===== config.mk =====
export PLATFORM = sky130hd
export DESIGN_NAME = waterfall_scroller
export DESIGN_NICKNAME = d
export VERILOG_FILES = /design/src/rtl/waterfall_pkg.sv /design/src/rtl/waterfall_row_map.sv /design/src/rtl/waterfall_scroller.sv
export SDC_FILE = /design/constraint.sdc
export NUM_CORES = 1
export LEC_CHECK = 0
export BUFFER_PORTS_ARGS = -buffer_cell sky130_fd_sc_hd__buf_4
export CORE_MARGIN = 1.5
export CORE_UTILIZATION = 40
export DETAILED_ROUTE_END_ITERATION = 6
export HOLD_SLACK_MARGIN = 0.02
export PLACE_DENSITY = 0.6
export SLEW_MARGIN = 5
export SYNTH_ARGS = -nofsm -noshare
export SYNTH_HDL_FRONTEND = slang
export SYNTH_HIERARCHICAL = 1
export SYNTH_SLANG_ARGS = --single-unit

===== constraint.sdc =====
create_clock -name clk -period 4.57 [get_ports clk]
set_input_delay 0.2285 -clock clk [delete_from_list [all_inputs] [get_ports clk]]
set_output_delay 0.2285 -clock clk [all_outputs]
set_load 0.05 [all_outputs]

===== src/rtl/waterfall_pkg.sv =====
// Shared types and constants for the waterfall frame-buffer controller.
package waterfall_pkg;

  typedef enum logic [1:0] {
    CLEAR,
    VIDEO,
    WRITE_LINE,
    WAIT_BLANK_END
  } state_t;

  localparam int DEF_H_RES     = 320;
  localparam int DEF_V_RES     = 240;
  localparam int READ_PIPE_LAT = 3;

endpackage


===== src/rtl/waterfall_row_map.sv =====
// Ring-row mapping plus registered row*H_RES+x address stage (2-cycle latency).
module waterfall_row_map
  import waterfall_pkg::*;
#(
  parameter int H_RES = DEF_H_RES,
  parameter int V_RES = DEF_V_RES,
  parameter int FB_AW = 17,
  parameter int ROW_W = 8
) (
  input  logic             clk,
  input  logic             reset,
  input  logic [ROW_W-1:0] w_row,
  input  logic [7:0]       y,
  input  logic [8:0]       x,
  input  logic             dir,
  output logic [FB_AW-1:0] addr
);

  logic [10:0]      w_ext;
  logic [10:0]      y_ext;
  logic [10:0]      fwd;
  logic [10:0]      row_sel;
  logic [ROW_W-1:0] row_reg;
  logic [8:0]       x_reg;

  assign w_ext = 11'(w_row);
  assign y_ext = 11'(y);
  assign fwd   = w_ext + y_ext + 11'd1;

  // One conditional add/subtract of V_RES is enough because y never exceeds the ring depth.
  always_comb begin
    row_sel = '0;
    if (dir)
      row_sel = (fwd >= 11'(V_RES)) ? fwd - 11'(V_RES) : fwd;
    else
      row_sel = (w_ext >= y_ext) ? w_ext - y_ext : w_ext + 11'(V_RES) - y_ext;
  end

  always_ff @(posedge clk) begin
    if (reset) begin
      row_reg <= '0;
      x_reg   <= '0;
      addr    <= '0;
    end else begin
      row_reg <= ROW_W'(row_sel);
      x_reg   <= x;
      addr    <= FB_AW'(row_reg) * FB_AW'(H_RES) + FB_AW'(x_reg);
    end
  end

endmodule


===== src/rtl/waterfall_scroller.sv =====
// Scrolling waterfall frame-buffer controller: post-reset clear, display read
// addressing and one-line-per-blank ring writes. Optional marker lines: WATERFALL_MARK_EN.
module waterfall_scroller
  import waterfall_pkg::*;
#(
  parameter int H_RES       = DEF_H_RES,
  parameter int V_RES       = DEF_V_RES,
  parameter int PIX_W       = 8,
  parameter int FB_AW       = 17,
  parameter int DIV_W       = 4,
  parameter int MARK_PERIOD = 16
) (
  input  logic             clk,
  input  logic             reset,
  input  logic [8:0]       x,
  input  logic [7:0]       y,
  input  logic             lower_blank,
  input  logic [DIV_W-1:0] scroll_div,
  input  logic             scroll_dir,
  input  logic             freeze,
  output logic [8:0]       bin_raddr,
  output logic             bin_re,
  input  logic [PIX_W-1:0] bin_rdata,
  output logic [FB_AW-1:0] fb_addr,
  output logic [PIX_W-1:0] fb_wdata,
  output logic             fb_we,
  output logic             pix_blank,
  output logic             clearing,
  output logic             line_done
);

  localparam int ROW_W    = (V_RES > 1) ? $clog2(V_RES) : 1;
  localparam int CNT_W    = $clog2(H_RES + 2);
  localparam int FB_WORDS = H_RES * V_RES;

  if (FB_AW < $clog2(FB_WORDS)) begin : g_fb_aw_check
    $error("FB_AW too narrow for H_RES*V_RES");
  end
  if (MARK_PERIOD < 1) begin : g_mark_check
    $error("MARK_PERIOD must be at least 1");
  end

  state_t                   state_reg;
  logic [ROW_W-1:0]         w_row_reg;
  logic [ROW_W-1:0]         nw_row;
  logic [DIV_W-1:0]         frame_cnt_reg;
  logic [CNT_W-1:0]         wr_cnt_reg;
  logic [FB_AW-1:0]         clr_addr_reg;
  logic [FB_AW-1:0]         map_addr;
  logic                     fb_we_reg;
  logic                     clearing_reg;
  logic                     bin_re_reg;
  logic [8:0]               bin_raddr_reg;
  logic                     line_done_reg;
  logic [READ_PIPE_LAT-1:0] blank_pipe_reg;
  logic                     in_write;
  logic                     line_end;
  logic                     mark_hit;

  assign nw_row   = (w_row_reg == ROW_W'(V_RES - 1)) ? '0 : w_row_reg + 1'b1;
  assign in_write = (state_reg == WRITE_LINE);
  assign line_end = in_write && (wr_cnt_reg == CNT_W'(H_RES + 1));

  // While writing, the mapper is steered to row nw so it produces the write address.
  waterfall_row_map #(
    .H_RES (H_RES),
    .V_RES (V_RES),
    .FB_AW (FB_AW),
    .ROW_W (ROW_W)
  ) u_row_map (
    .clk   (clk),
    .reset (reset),
    .w_row (in_write ? nw_row : w_row_reg),
    .y     (in_write ? 8'd0 : y),
    .x     (in_write ? 9'(wr_cnt_reg) : x),
    .dir   (in_write ? 1'b0 : scroll_dir),
    .addr  (map_addr)
  );

  always_ff @(posedge clk) begin
    if (reset) begin
      state_reg     <= CLEAR;
      w_row_reg     <= '0;
      frame_cnt_reg <= '0;
      wr_cnt_reg    <= '0;
      clr_addr_reg  <= '0;
      fb_we_reg     <= 1'b0;
      clearing_reg  <= 1'b1;
      bin_re_reg    <= 1'b0;
      bin_raddr_reg <= '0;
      line_done_reg <= 1'b0;
    end else begin
      line_done_reg <= 1'b0;
      case (state_reg)
        CLEAR: begin
          fb_we_reg <= 1'b1;
          if (fb_we_reg) begin
            clr_addr_reg <= clr_addr_reg + 1'b1;
            if (clr_addr_reg == FB_AW'(FB_WORDS - 2))
              state_reg <= VIDEO;
          end
        end
        VIDEO: begin
          fb_we_reg    <= 1'b0;
          clearing_reg <= 1'b0;
          if (lower_blank) begin
            if (!freeze && frame_cnt_reg == scroll_div) begin
              frame_cnt_reg <= '0;
              wr_cnt_reg    <= '0;
              state_reg     <= WRITE_LINE;
            end else begin
              if (!freeze)
                frame_cnt_reg <= (frame_cnt_reg >= scroll_div) ? scroll_div
                                                                : frame_cnt_reg + 1'b1;
              state_reg <= WAIT_BLANK_END;
            end
          end
        end
        WRITE_LINE: begin
          // Write strobe trails the bin read by one cycle, matching BRAM latency.
          fb_we_reg <= bin_re_reg;
          if (wr_cnt_reg < CNT_W'(H_RES)) begin
            bin_re_reg    <= 1'b1;
            bin_raddr_reg <= 9'(wr_cnt_reg);
            wr_cnt_reg    <= wr_cnt_reg + 1'b1;
          end else if (!line_end) begin
            bin_re_reg <= 1'b0;
            wr_cnt_reg <= wr_cnt_reg + 1'b1;
          end else begin
            w_row_reg     <= nw_row;
            line_done_reg <= 1'b1;
            state_reg     <= WAIT_BLANK_END;
          end
        end
        WAIT_BLANK_END: begin
          fb_we_reg <= 1'b0;
          if (!lower_blank)
            state_reg <= VIDEO;
        end
        default: state_reg <= CLEAR;
      endcase
    end
  end

  always_ff @(posedge clk) begin
    if (reset)
      blank_pipe_reg <= '0;
    else
      blank_pipe_reg <= {blank_pipe_reg[READ_PIPE_LAT-2:0], (x < 9'(READ_PIPE_LAT))};
  end

`ifdef WATERFALL_MARK_EN
  localparam int MARK_W = (MARK_PERIOD > 1) ? $clog2(MARK_PERIOD) : 1;
  logic [MARK_W-1:0] mark_cnt_reg;

  always_ff @(posedge clk) begin
    if (reset)
      mark_cnt_reg <= '0;
    else if (line_end)
      mark_cnt_reg <= (mark_cnt_reg == MARK_W'(MARK_PERIOD - 1)) ? '0 : mark_cnt_reg + 1'b1;
  end

  assign mark_hit = (mark_cnt_reg == MARK_W'(MARK_PERIOD - 1));
`else
  assign mark_hit = 1'b0;
`endif

  assign fb_addr   = clearing_reg ? clr_addr_reg : map_addr;
  assign fb_wdata  = (fb_we_reg && !clearing_reg) ? (mark_hit ? '1 : bin_rdata) : '0;
  assign fb_we     = fb_we_reg;
  assign clearing  = clearing_reg;
  assign bin_re    = bin_re_reg;
  assign bin_raddr = bin_raddr_reg;
  assign line_done = line_done_reg;
  assign pix_blank = blank_pipe_reg[READ_PIPE_LAT-1];

endmodule

-- Word level (Yosys, flattened, before mapping)
Cells that the tools add are included.
- bits of input ports: 34
- word-level logic and storage cells: 96
- register bits: 90
- output and inout bits: 39
- reduce and logical (&&, ||, !) cells: 16
- multiplexer cells: 30
- multiply operators: 1
- equality and inequality tests: 17
- bitwise gates (word level): 2
- $add $sub $neg: 11
- order comparisons: 5
- operators with widths (kind ; count):
    $mux W8 ; 7
    $mux W9 ; 5
    $pmux W9 S2 ; 1
    $add A17 B1 Y17 const B ; 1
    $add A17 B9 Y17 ; 1
    $eq A17 B17 Y1 const B ; 1
    $mux W17 ; 1
    $sub A8 B8 Y8 ; 2
    $mux W2 ; 6
    $mux W4 ; 3
    $ne A2 B2 Y1 const B ; 6
    $ge A11 B8 Y1 const B ; 1
    $mul A8 B3 Y11 const B ; 1
    $add A9 B1 Y10 const B ; 1
    $add A8 B8 Y9 ; 1
    $add A9 B1 Y9 const B ; 1
    $eq A9 B9 Y1 const B ; 1
    $lt A9 B2 Y1 const B ; 1
    $lt A9 B9 Y1 const B ; 1
    $add A8 B1 Y8 const B ; 1
    $add A8 B8 Y8 const B ; 1
    $eq A8 B8 Y1 const B ; 1
    $ge A8 B8 Y1 ; 1
    $pmux W2 S4 ; 1
    21 further kinds ; 35

-- Longest topological paths before layout
- depth in word-level cells: 8
- depth in mapped cells: 21
- depth with buffers taken out: 19

-- Hierarchy
The synthesis kept the hierarchy.
- modules (own cells, without submodules) (module ; area each (µm²) ; cells an instance ; seq. area each (µm²) ; instances):
    waterfall_scroller ; 3289.4 ; 404 ; 1121.1 ; 1
    waterfall_row_map ; 2962.8 ; 335 ; 680.7 ; 1

-- Worst setup path before layout
Ideal clock, no wire load.
- path kind: register -> register
- from: register w_row_reg[0]
- to: register u_row_map.row_reg[5]
- required time: 4477 ps
- path buffers: 4
- stages on the path, launching flop included: 20
- arrival: 3842 ps
- period minus slack after synthesis: 3935 ps
- library setup time: 93 ps
- slack: 635 ps
- cell sequence: dfxtp_1 ha_1 and3_1 clkbuf_1 nand2_1 or3_1 clkbuf_1 o21ai_0 a31oi_1 ha_1 buf_2 buf_2 nor2_1 a211o_1 a211oi_2 ha_1 nor2b_1 a21oi_2 or3_1 o311ai_2
- word-level cells in the longest chain between the ends: 8
- elaborated cells between the ends (all ways): 15
- those cells by class: 7 x add/sub; 2 x order compare; 1 x eq/ne; 5 x mux
- ends and longest elaborated chain (item ; line ; text):
    start, declared ; waterfall_scroller.sv:44 ; logic [ROW_W-1:0] w_row_reg;
    start signal, assigned ; waterfall_scroller.sv:130 ; w_row_reg <= nw_row;
    $add A8 B1 Y8 or $eq A8 B8 Y1 (tied branches) ; waterfall_scroller.sv:60 ; assign nw_row = (w_row_reg == ROW_W'(V_RES - 1)) ? '0 : w_row_reg + 1'b1;
    $mux W8 ; waterfall_scroller.sv:60 ;
    $mux W8 (*) ; waterfall_scroller.sv:73 ; .w_row (in_write ? nw_row : w_row_reg),
    $add A8 B8 Y9 ; waterfall_row_map.sv:28 ; assign fwd = w_ext + y_ext + 11'd1;
    $add A9 B1 Y10 ; waterfall_row_map.sv:28 ;
    $ge A11 B8 Y1 or $sub A8 B8 Y8 (tied branches) ; waterfall_row_map.sv:34 ; row_sel = (fwd >= 11'(V_RES)) ? fwd - 11'(V_RES) : fwd;
    $mux W8 ; waterfall_row_map.sv:34 ;
    $mux W8 (*) ; waterfall_row_map.sv:33 ; if (dir)
    end signal, assigned ; waterfall_row_map.sv:45 ; row_reg <= ROW_W'(row_sel);
    end, declared ; waterfall_row_map.sv:23 ; logic [ROW_W-1:0] row_reg;
Mark *: on every way between the ends. The rest lies on a longest branch, timed or not.
A chain may end at the register's enable or synchronous reset.

-- Worst setup path after layout
- from: register w_row_reg[0]
- to: register u_row_map.row_reg[6]
Same word-level chain as after synthesis.

==> results.cfg <==
[final_layout]
final_cell_mix = 90 x dfxtp_1, 76 x buf_4, 65 x nor2_1
final_util_pct = 47.5
area_delta_synth_final_pct = 15.9
stdcell_count = 1007
layout-drive-gt1-share_pct = 17.1
final_nets = 889
mostFrequentLayoutCell = dfxtp_1
nFillCells = 1490
n_antenna_cell = 0

[pwr]
power.density_nw_per_um2 = 256
seq_power_share_pct = 44.5
swShare_pct = 23.9
p_total_uw = 1860
pwr-share-comb_pct = 13.7
pwr-share-clk_pct = 41.8
power_switching_uw = 443
ir_worst_vdd_mv = 0.235
power.internal_uw = 1410
leakagePower_uw = 0.00304

[grt]
grt.overflow.total = 0
antenna_found_initial = 0
grt_max_degree = 90
grt_use_total_pct = 18.4
grt_pass1_vias = 5053
grt_pass1_wl_mm = 24.3

[clock_network]
holdBufCountCts = 0
cts_tree = done
clkTransAtPathRegs_ps = 60
cts_sinks = 90
cts_inserted_buffers = 9
postCtsSetupRepairBufs = 0
cts.htree.levels = 3
root_buffer = clkbuf_16
cts_buffer_depth = 2
post_cts_resized = 0
insertion_delay_ps = 340

[worst_setup_path]
crit_path_start = w_row_reg[0]
worstPathMaxFanout = 7
crit_arrival_ps = 4370
startpoint_type = flop
r2r_start = w_row_reg[0]
critPathRequiredTime_ps = 4750
end_kind = flop
path_class = reg -> reg

[routing]
firstDrtPassIters = 4
top_layer = met4
drt-total-wl_mm = 14.6
drc_errors = 0
drt-initial-drc-count = 381
wl_met3_um = 721
routedLengthMet1_mm = 6.97
route.met2.wl_mm = 6.62
wire_per_inst_um = 14.5
drtAntennaViolNets = 0
viasPerCell = 5.32
vias = 5357

[synth]
syn_nets = 835
ys_seq_elements = 90
synth_area_leaders = dfxtp_1 29%, ha_1 11%, mux2_2 5.0%
yosysWarnings = 6
synth_area_per_cell_um2 = 8.46
postSynth.asyncResetShare_pct = 0
synthCells = 739
syn_area_um2 = 6250
yosysTopAreaCell = dfxtp_1
synth_edf_count = 0
yosys.cell_types.count = 74
synth_top_area_share_pct = 28.8
ys_seq_area_share_pct = 28.8
ys.flop_type = dfxtp_1

[sta]
clock.fmax_mhz = 239
maxSlewViolCount = 0
skew_ps = 5.45
finalHoldViolCount = 0
final.setup.tns_ps = 0
worst_pin_slew_ps = 1050
period_share_pct = 91.6
setup_violations = 0
rsz0062_at_grt = false
period_minus_slack_ps = 4190
holdWs_ps = 159
slew-limit-headroom_pct = 29.9

[placed_design]
gp_congestion = 0.867
dp_hpwl_mm = 11.1
io_buffers = 72
dp.cells = 993

[floorplanning]
initial_core_util_pct = 41.0
core_um2 = 15300
pin_count = 73
die-area_um2 = 16400
die_x_um = 128
die_h_um = 128
rows = 45

[worst_hold_path]
hp-start = scroll_div[1]
hold_path_class = in -> reg

[run_status]
status = finished clean

[job]
cap_violations = 0
## cells by family (layout without fill, tap and decap cells)
logic type,after synthesis,count (layout),share of synthesized area [%]
buffers and inverters,82,139,5.32
AOI/OAI and AO/OA,134,134,15.0
xor gates and xnor gates,49,49,6.86
adders and majority gates,62,62,13.4
muxes,35,35,6.16
and+or+nand+nor,287,287,24.5
DFF,90,90,28.8
## per-layer routing
metal  vias to the layer above  global-route usage (%)
li1                       2708                       -
met1                      2496                    24.2
met2                       133                    30.0
met3                        20                    4.05
met4                         0                    5.75
met5                         -                       0
## worst paths after layout
path,end,slack [ps],cells after the start
setup / recovery,u_row_map/row_reg[6],380,19
hold / removal,frame_cnt_reg[1],160,3
setup reg to reg,u_row_map/row_reg[6],380,19
hold reg to reg,u_row_map/addr[2],440,1
## synth_stat cells (3+ instances only)
cell type,n
dfxtp_1,90
nor2_1,65
ha_1,54
inv_1,49
nand2_1,49
nor2b_1,39
a21oi_1,36
nand3_1,34
mux2_2,28
xnor2_1,25
xor2_1,24
o21ai_0,20
clkbuf_1,19
nor3_1,17
nand4_1,12
a211oi_1,10
and2_1,10
a31oi_1,9
fa_1,8
a311oi_1,7
and3_1,7
buf_2,7
mux2i_1,7
nand2b_1,7
a21o_1,6
nor4_1,6
or3_1,6
nor3b_1,5
o211ai_1,5
or2_2,5
buf_1,4
nand3b_1,4
o21bai_1,4
or4_1,4
and3b_1,3
nand4b_1,3
o21a_1,3
o311ai_0,3
## critical path: stages (launching register included)
cell and delay, ps:
dfxtp_1 450, ha_1 230, and3_1 270, nand2_1 110
or3_1 480, nand2_1 110, mux2i_1 60, inv_1 110
ha_1 150, inv_1 50, fa_1 410, nand2b_1 140
a21oi_1 100, o21a_1 200, or2_2 320, ha_1 220
and2_1 160, a21o_1 160, a221oi_1 240, a211oi_1 80
## power by group through the flow
stage	clock network, uW	logic [uW]	registers, uW
6_report	776	255	827
5_1_grt	831	286	829
4_1_cts	798	255	827
3_5_place_dp	0	254	844
3_3_place_gp	0	249	845
2_1_floorplan	0	190	841
## through the flow
step | area, um2 | setup slack [ps]
finish | 7250 | 382
global route | 7250 | 49.6
CTS | 7250 | 411
detailed placement | 6940 | 423
global placement | 6940 | 543
floorplan | 6250 | 635
## final cells by class
cell class	count	area, um2	area share [%]
Inverter	49	184	2.54
Timing Repair Buffer	76	571	7.87
Clock buffer	11	243	3.35
Tap cell	211	264	3.64
Clock inverter	3	65.1	0.898
Multi-Input combinational cell	567	4120	56.8
Sequential cell	90	1800	24.9
Power figures use the tool's default switching activity.
